File: src/rtl/uart_pkg.sv
// Shared types and defaults for the oversampling UART receiver front end.
// The optional rx synchronizer is selected with the UART_RX_SYNC_EN macro.
package uart_pkg;

    typedef enum logic [1:0] {
        IDLE  = 2'd0,
        START = 2'd1,
        DATA  = 2'd2,
        STOP  = 2'd3
    } uart_state_e;

    localparam int CLKS_PER_BIT_DEF = 20;
    localparam int DATA_BITS_DEF    = 8;

    // Width of a counter that must hold values 0..n-1 (never narrower than 1 bit).
    function automatic int cnt_width(input int n);
        return (n <= 2) ? 1 : $clog2(n);
    endfunction

endpackage

File: src/rtl/uart_rx_sync.sv
// Two-flop synchronizer for the asynchronous rx pin; both stages reset to the idle-high level.
module uart_rx_sync (
    input  logic clk,
    input  logic rst,
    input  logic d,
    output logic q
);

    logic meta_q;
    logic sync_q;

    always_ff @(posedge clk) begin
        if (rst) begin
            meta_q <= 1'b1;
            sync_q <= 1'b1;
        end else begin
            meta_q <= d;
            sync_q <= meta_q;
        end
    end

    assign q = sync_q;

endmodule

File: src/rtl/uart.sv
// Oversampling UART receiver front end: mid-bit / bit-end strobes and a frame-valid strobe.
// Define UART_RX_SYNC_EN to insert a 2-flop synchronizer on rx (adds 2 cycles of latency).
module uart
    import uart_pkg::*;
#(
    parameter int CLKS_PER_BIT = CLKS_PER_BIT_DEF,
    parameter int DATA_BITS    = DATA_BITS_DEF
) (
    input  logic clk,
    input  logic rst,
    input  logic rx,
    output logic out10,
    output logic out20,
    output logic outf
);

    localparam int CW   = cnt_width(CLKS_PER_BIT);
    localparam int IW   = cnt_width(DATA_BITS);
    localparam int HALF = CLKS_PER_BIT / 2;

    localparam logic [CW-1:0] CNT_MID  = CW'(HALF - 1);
    localparam logic [CW-1:0] CNT_LAST = CW'(CLKS_PER_BIT - 1);
    localparam logic [IW-1:0] IDX_LAST = IW'(DATA_BITS - 1);

    logic rx_s;

`ifdef UART_RX_SYNC_EN
    uart_rx_sync u_rx_sync (
        .clk (clk),
        .rst (rst),
        .d   (rx),
        .q   (rx_s)
    );
`else
    assign rx_s = rx;
`endif

    uart_state_e           state_q,   state_d;
    logic [CW-1:0]         cnt_q,     cnt_d;
    logic [IW-1:0]         bit_idx_q, bit_idx_d;
    logic [DATA_BITS-1:0]  shift_q,   shift_d;
    logic                  out10_q,   out10_d;
    logic                  out20_q,   out20_d;
    logic                  outf_q,    outf_d;

    always_comb begin
        state_d   = state_q;
        cnt_d     = cnt_q;
        bit_idx_d = bit_idx_q;
        shift_d   = shift_q;
        out10_d   = 1'b0;
        out20_d   = 1'b0;
        outf_d    = 1'b0;

        unique case (state_q)
            IDLE: begin
                cnt_d     = '0;
                bit_idx_d = '0;
                if (!rx_s) begin
                    state_d = START;
                end
            end

            START: begin
                cnt_d = (cnt_q == CNT_LAST) ? '0 : cnt_q + 1'b1;
                // A start bit that is high again at its midpoint is a glitch: drop it silently.
                if (cnt_q == CNT_MID) begin
                    if (rx_s) begin
                        state_d = IDLE;
                        cnt_d   = '0;
                    end else begin
                        out10_d = 1'b1;
                    end
                end
                if (cnt_q == CNT_LAST) begin
                    out20_d   = 1'b1;
                    state_d   = DATA;
                    bit_idx_d = '0;
                end
            end

            DATA: begin
                cnt_d = (cnt_q == CNT_LAST) ? '0 : cnt_q + 1'b1;
                if (cnt_q == CNT_MID) begin
                    out10_d = 1'b1;
                    shift_d = DATA_BITS'({rx_s, shift_q} >> 1);
                end
                if (cnt_q == CNT_LAST) begin
                    out20_d = 1'b1;
                    if (bit_idx_q == IDX_LAST) begin
                        state_d = STOP;
                    end else begin
                        bit_idx_d = bit_idx_q + 1'b1;
                    end
                end
            end

            STOP: begin
                cnt_d = cnt_q + 1'b1;
                // Leave at the stop-bit midpoint so a start edge half a bit later is caught.
                if (cnt_q == CNT_MID) begin
                    out10_d = 1'b1;
                    outf_d  = rx_s;
                    state_d = IDLE;
                    cnt_d   = '0;
                end
            end

            default: begin
                state_d = IDLE;
                cnt_d   = '0;
            end
        endcase
    end

    always_ff @(posedge clk) begin
        if (rst) begin
            state_q   <= IDLE;
            cnt_q     <= '0;
            bit_idx_q <= '0;
            shift_q   <= '0;
            out10_q   <= 1'b0;
            out20_q   <= 1'b0;
            outf_q    <= 1'b0;
        end else begin
            state_q   <= state_d;
            cnt_q     <= cnt_d;
            bit_idx_q <= bit_idx_d;
            shift_q   <= shift_d;
            out10_q   <= out10_d;
            out20_q   <= out20_d;
            outf_q    <= outf_d;
        end
    end

    assign out10 = out10_q;
    assign out20 = out20_q;
    assign outf  = outf_q;

endmodule

File: config.mk
export PLATFORM = sky130hd
export DESIGN_NAME = uart
export DESIGN_NICKNAME = d
export VERILOG_FILES = /design/src/rtl/uart_pkg.sv /design/src/rtl/uart_rx_sync.sv /design/src/rtl/uart.sv
export SDC_FILE = /design/constraint.sdc
export NUM_CORES = 1
export LEC_CHECK = 0
export BUFFER_PORTS_ARGS = -buffer_cell sky130_fd_sc_hd__buf_2
export CAP_MARGIN = 20
export CORE_MARGIN = 2
export CORE_UTILIZATION = 45
export CTS_CLUSTER_DIAMETER = 100
export DETAILED_ROUTE_END_ITERATION = 16
export GPL_TIMING_DRIVEN = 0
export PLACE_DENSITY = 0.68
export SLEW_MARGIN = 20
export SYNTH_ARGS = -nofsm -noshare
export SYNTH_HDL_FRONTEND = slang
export SYNTH_HIERARCHICAL = 1
export SYNTH_SLANG_ARGS = --single-unit
File: constraint.sdc
create_clock -name clk -period 1.69 [get_ports clk]
set_input_delay 0 -clock clk [delete_from_list [all_inputs] [get_ports clk]]
set_output_delay 0 -clock clk [all_outputs]
set_load 0.03 [all_outputs]
Word level (Yosys, flattened, before mapping)
Cells that the tools add are included. Widths: inputs -> output; s select.

$add $sub $neg: 2. Bitwise logic cells: 3. Reduce and logical (&&, ||, !) cells: 8. Equality and inequality tests: 14. Divide/modulo/power cells: 0. Multipliers: 0. Mux-type cells: 22. Magnitude comparators: 0. Shift operators: 0.

Operator list (count): $mux 5 (4); $pmux 5 s4 (1); $mux 2 (7); $ne 2x2->1 const B (6); $mux 3 (3); $pmux 3 s3 (1); $pmux 2 s4 (1); $ne 3x3->1 const B (2); $reduce_and 6->1 (1); $reduce_or 2->1 (3); $add 5x1->5 const B (1); $eq 5x4->1 const B (1); $eq 5x5->1 const B (1); $eq 2x2->1 const B (2); $mux 1 (4); $reduce_and 4->1 (1); $add 3x1->3 const B (1); $eq 3x3->1 const B (1); $not 1->1 (3); $reduce_bool 3->1 (1); $reduce_or 3->1 (1); $eq 2x1->1 const B (1); $logic_not 2->1 (1); $pmux 1 s2 (1).

Memory bits (writable): 0. Input bits: 3. Word-level logic and storage cells: 55. Bits in latches: 0. Memories: 0. Output and inout bits: 3. Memory bits (read-only): 0. Register bits after elaboration: 13.

Depth between registers and ports, before layout
Depth after elaboration: 5. Gate-level depth with buffers: 6. Depth with buffers taken out: 6.

Least setup slack after synthesis
Ideal clock, no wire load.

Kind: register -> register. Start point: register cnt_q[0]. End point: register bit_idx_q[1]. Setup time: 0.120 ns. Cell stages (with the launch flop): 6. Buffers on the path: 0. Path slack: 0.005 ns. Arrival time: 1.565 ns. Period minus slack after synthesis: 1.685 ns. Data required time: 1.570 ns. Path through: dfxtp_1 > ha_1 > or4bb_1 > nor2_1 > a2bb2oi_1 > a21oi_1.

Cells in the longest elaborated chain, start to end: 3. Elaborated cells on any way between the ends: 4. Classes of those cells: eq/ne: 3; reduce/logical: 1.

Ends and longest elaborated chain: start: declaration (RTL line uart.sv:39) `logic [CW-1:0] cnt_q, cnt_d;`; start signal: assignment (RTL line uart.sv:127) `cnt_q <= cnt_d;`; $eq 5x5->1 (*) (RTL line uart.sv:75, uart.sv:88); $ne 2x2->1 (no source line); $reduce_and 4->1 (no source line) (*); end signal: assignment (RTL line uart.sv:128) `bit_idx_q <= bit_idx_d;`; end: declaration (RTL line uart.sv:40) `logic [IW-1:0] bit_idx_q, bit_idx_d;`.

Mark *: on every way between the ends. The rest lies on a longest branch, timed or not. A chain may end at the register's enable or synchronous reset.

Final worst setup path
Same ends and word-level chain as after synthesis.

==> metrics list <==
- The run finished with clean final reports.
* Layout area overhead: 29.2%
- Worst voltage drop across the vdd grid: 0.000283 V
* Power consumption: 0.000640 W
- The worst register-to-register path begins at cnt_q[0]$_SDFF_PP0_.
- First-pass DRT Iterations: 4
- Hold_sp: cnt_q[0]$_SDFF_PP0_
- Dividing the detail-routed wire length by the instance count gives 13.9 µm.
* Floorplan die width: 44.3 µm
- Input and output buffers added on the ports amount to 4.
* Post-DP HPWL: 910 µm
- Fillers: 134
* Share of cells above drive strength 1: 37.4%
- Compound-Gate Fraction of Synth Area: 14.1%
- Cell internal power was estimated by the tool at 0.000459 W.
* Slew margin rel.: 79.9%
- Die Footprint: 0.00196 mm²
* Synth top area cells: sky130_fd_sc_hd__dfxtp_1 36%, sky130_fd_sc_hd__ha_1 14%, sky130_fd_sc_hd__nand3_1 4.1%
- In this run, synthesis produced a sequential element count of 13.
* Class of the tightest hold or removal check: register to register
- Once detail routing completed, the nets flagged for antenna violations numbered 0.
- Critical path startpoint category: register
* Largest clock skew in the final design: 0.00369 ns
* Static leakage: 0.337 nW
* Via count of the routed design: 614
- Unrepaired setup endpoints after global routing: yes
* WP data required: 1.86 ns
- Pre-CTS setup slack: -0.195 ns
- Of the available clock period, the critical path in the final layout requires 97.3%.
* RePlAce Congestion: 0.803
* Post-synthesis sequential area ratio: 35.7%
- Walking the worst path, the cells encountered are ha_4, or4bb_4, or2_4, a2bb2oi_1, a21oi_1.
- The detailed router finished its first iteration with 17 violations.
* Clock H-tree levels: 1
* Clock share of power: 31.7%
* Category of the most critical setup path: register to register
* Combinational family with the most area after synthesis: simple AND/OR/NAND/NOR gates
- Summed over all layers, the global routing overflow is 0.
* Arrival time at the worst endpoint: 1.82 ns
- Critical-path cell with the highest stage delay: sky130_fd_sc_hd__or4bb_4
* Inserted Diodes: 0
- Setup total negative slack on the finished layout was measured at 0 ns.
* Max capacitance violation total: 0
* Sequential Power Share: 50.6%
- The final number of hold-violating endpoints was 0.
- The final max-slew violation count was 0.
* Initial antenna violation count: 0
* Synth cell types: 30
- Clock tree synthesis inserted a total of 3 buffers.
- After clock tree synthesis, the clock-pin slew on the worst setup and hold paths is 0.08 ns.
- The floorplan has 14 rows.
- Setup slack on the critical path of the routed design comes to 0.0456 ns.
* Power density of the placed cells: 679 mW/mm²
- In this run the vertical extent of the chip is 44.3 µm.
- Final critical delay including setup and external delays: 1.64 ns
- After Yosys synthesis, and, or, nand and nor cells account for 27.8% of the synthesized area.
- Final Routed Wirelength: 1490 µm
- In the routed layout, each cell is associated on average with a via count of 5.74.
* Sinks on Clock Net: 13
* Slew at the pin closest to its max-slew limit: 0.302 ns
- Entering global routing, the biggest net connects 11 pins.
* Clock tree from TritonCTS: done
- Setup Viol. Count Final: 0
- Max FO, Critical Path: 4
- Summing the areas of all xor and xnor instances in the mapped netlist gives 3.60% of the synthesized area.
- The initial utilization of the core area, before any placement, comes to 48.4%.
- The clock reaches the later pin of the worst-skew pair after 0.28 ns.
* Cell type with the highest aggregate area in the netlist: sky130_fd_sc_hd__dfxtp_1
* Synthesis Warnings: 6
- Pin placement for this block handled 6 I/O pins.
- Syn Area/Cell: 9.60 µm²
- Net switching share of the total power: 28.2%
* Total number of nets in the final design: 103
- The critical path starts at cnt_q[0]$_SDFF_PP0_.
* Portion of total power attributed to combinational logic: 17.7%
- Delay of the slowest critical-path stage: 0.51 ns
- Net switching power: 0.000180 W
* Number of global-route vias before repair: 520
* Proportion of netlist area held by the largest area contributor: 35.7%
- The tree is rooted in a sky130_fd_sc_hd__clkbuf_4.
- In this run the cell area of the synthesized design comes to 729 µm².
- Proportion of synthesized area in mux cells: 0%
* Post-synthesis adder-cell area fraction: 13.7%
- The first global-routing pass estimated 2260 µm of wire.
- Global-route usage over all layers: 16.8%
- The worst setup path is captured at a register.
* Max clock buf depth: 2
- Post-synthesis cell count: 76
* Synthesized Nets: 87
- The floorplan step defined a core boundary enclosing 0.00151 mm².
* Fmax: 0.608 GHz
- Cells fill 62.5% of the core in the end.
* Remaining DRCs: 0
worst paths after layout:
path	end	cells past startpoint	slack (ns)
worst max-delay path	bit_idx_q[1]$_SDFFE_PP0P_	5	0.05
worst min-delay path	cnt_q[0]$_SDFF_PP0_	1	0.47
worst max register to register	bit_idx_q[1]$_SDFFE_PP0P_	5	0.05
worst min register to register	cnt_q[0]$_SDFF_PP0_	1	0.47
registers in the layout, summed over array words and instances, names as in the netlist, named ones only:
register and cells:
cnt_q 5, bit_idx_q 3, out10 1, out20 1, outf 1, state_q 1
layer usage:
metal	vias up	GRT usage, %	wire length [µm]
li1	303	-	-
met1	294	21.2	659
met2	13	23.8	732
met3	4	5.31	63
met4	0	12.1	33
met5	-	0	0
cell usage after synthesis, drive strengths merged:
cell and count:
ha 8, nand3b 1, xor2 2, nand4bb 1, nand2 5, dfxtp 13, nor3 1, nor4b 1
o221ai 1, nor2b 1, buf 1, nor2 8, or2b 1, nand3 6, or4bb 1, o31ai 1
o211ai 1, inv 5, a311o 1, a211o 1, o21ai 1, a21oi 3, a31oi 1, clkbuf 1
a2bb2oi 2, xnor2 1, or2 1, nor3b 5, a222oi 1
power by group through the flow:
stage               logic [W]  clock network [W]  registers (W)
floorplan           0.0000636                  0       0.000326
global placement    0.0000784                  0       0.000328
detailed placement  0.0000800                  0       0.000328
CTS                 0.0000982           0.000202       0.000322
global route         0.000123           0.000224       0.000325
finish               0.000113           0.000203       0.000324
area by class of cell:
type	count	area (µm²)	share of cell area, %
buffer	2	18.8	1.99
clock buffer	4	26.3	2.79
inverter	5	18.8	1.99
multi-input combinational	56	512	54.3
sequential	13	269	28.6
tap	16	20.0	2.12
timing repair buffer	11	77.6	8.23
worst max-delay path: cells and delay by family (launching register included):
kind	cells	cell delay, ns
AOI/OAI and AO/OA	2	0.20
adders and majority gates	1	0.15
and+or+nand+nor	2	0.80
DFF	1	0.38
cells in the final DEF (no fill, tap or decap), types with 2 or more instances in the layout:
| cell type | synthesis | layout |
|---|---|---|
| sky130_fd_sc_hd__a21oi_1 | 3 | 3 |
| sky130_fd_sc_hd__buf_2 | 1 | 5 |
| sky130_fd_sc_hd__buf_4 | 0 | 5 |
| sky130_fd_sc_hd__clkbuf_4 | 0 | 3 |
| sky130_fd_sc_hd__dfxtp_1 | 13 | 8 |
| sky130_fd_sc_hd__dfxtp_2 | 0 | 4 |
| sky130_fd_sc_hd__dlygate4sd3_1 | 0 | 2 |
| sky130_fd_sc_hd__ha_1 | 8 | 4 |
| sky130_fd_sc_hd__ha_4 | 0 | 3 |
| sky130_fd_sc_hd__inv_1 | 5 | 4 |
| sky130_fd_sc_hd__nand2_1 | 5 | 5 |
| sky130_fd_sc_hd__nand3_1 | 6 | 6 |
| sky130_fd_sc_hd__nor2_1 | 8 | 7 |
| sky130_fd_sc_hd__nor3b_1 | 4 | 4 |
| sky130_fd_sc_hd__xor2_1 | 2 | 2 |
repair_timing:
item,CTS,global route
endpoints found under the setup margin,10,9
pin swaps,3,3
hold endpoints to repair,8,0
setup buffers,1,4
resized for setup,9,13
hold buffers,2,0
logic make-up (layout without fill, tap and decap cells):
group / count (synthesis) / in the layout
adders and majority gates: 8 / 8
and+or+nand+nor: 32 / 32
buffers and inverters: 7 / 22
xor gates and xnor gates: 3 / 3
AOI/OAI and AO/OA: 13 / 13
DFF: 13 / 13
through the flow:
stage | instance area [µm²] | hold slack, ns | instances
final | 942 | 0.475 | 107
after global routing | 942 | 0.500 | 107
after CTS | 856 | 0.443 | 103
after floorplan | 729 | 0.118 | 76
after detailed placement | 769 | 0.253 | 96
after global placement | 769 | 0.249 | 96
Note: power is estimated with default switching activity, not from simulation.
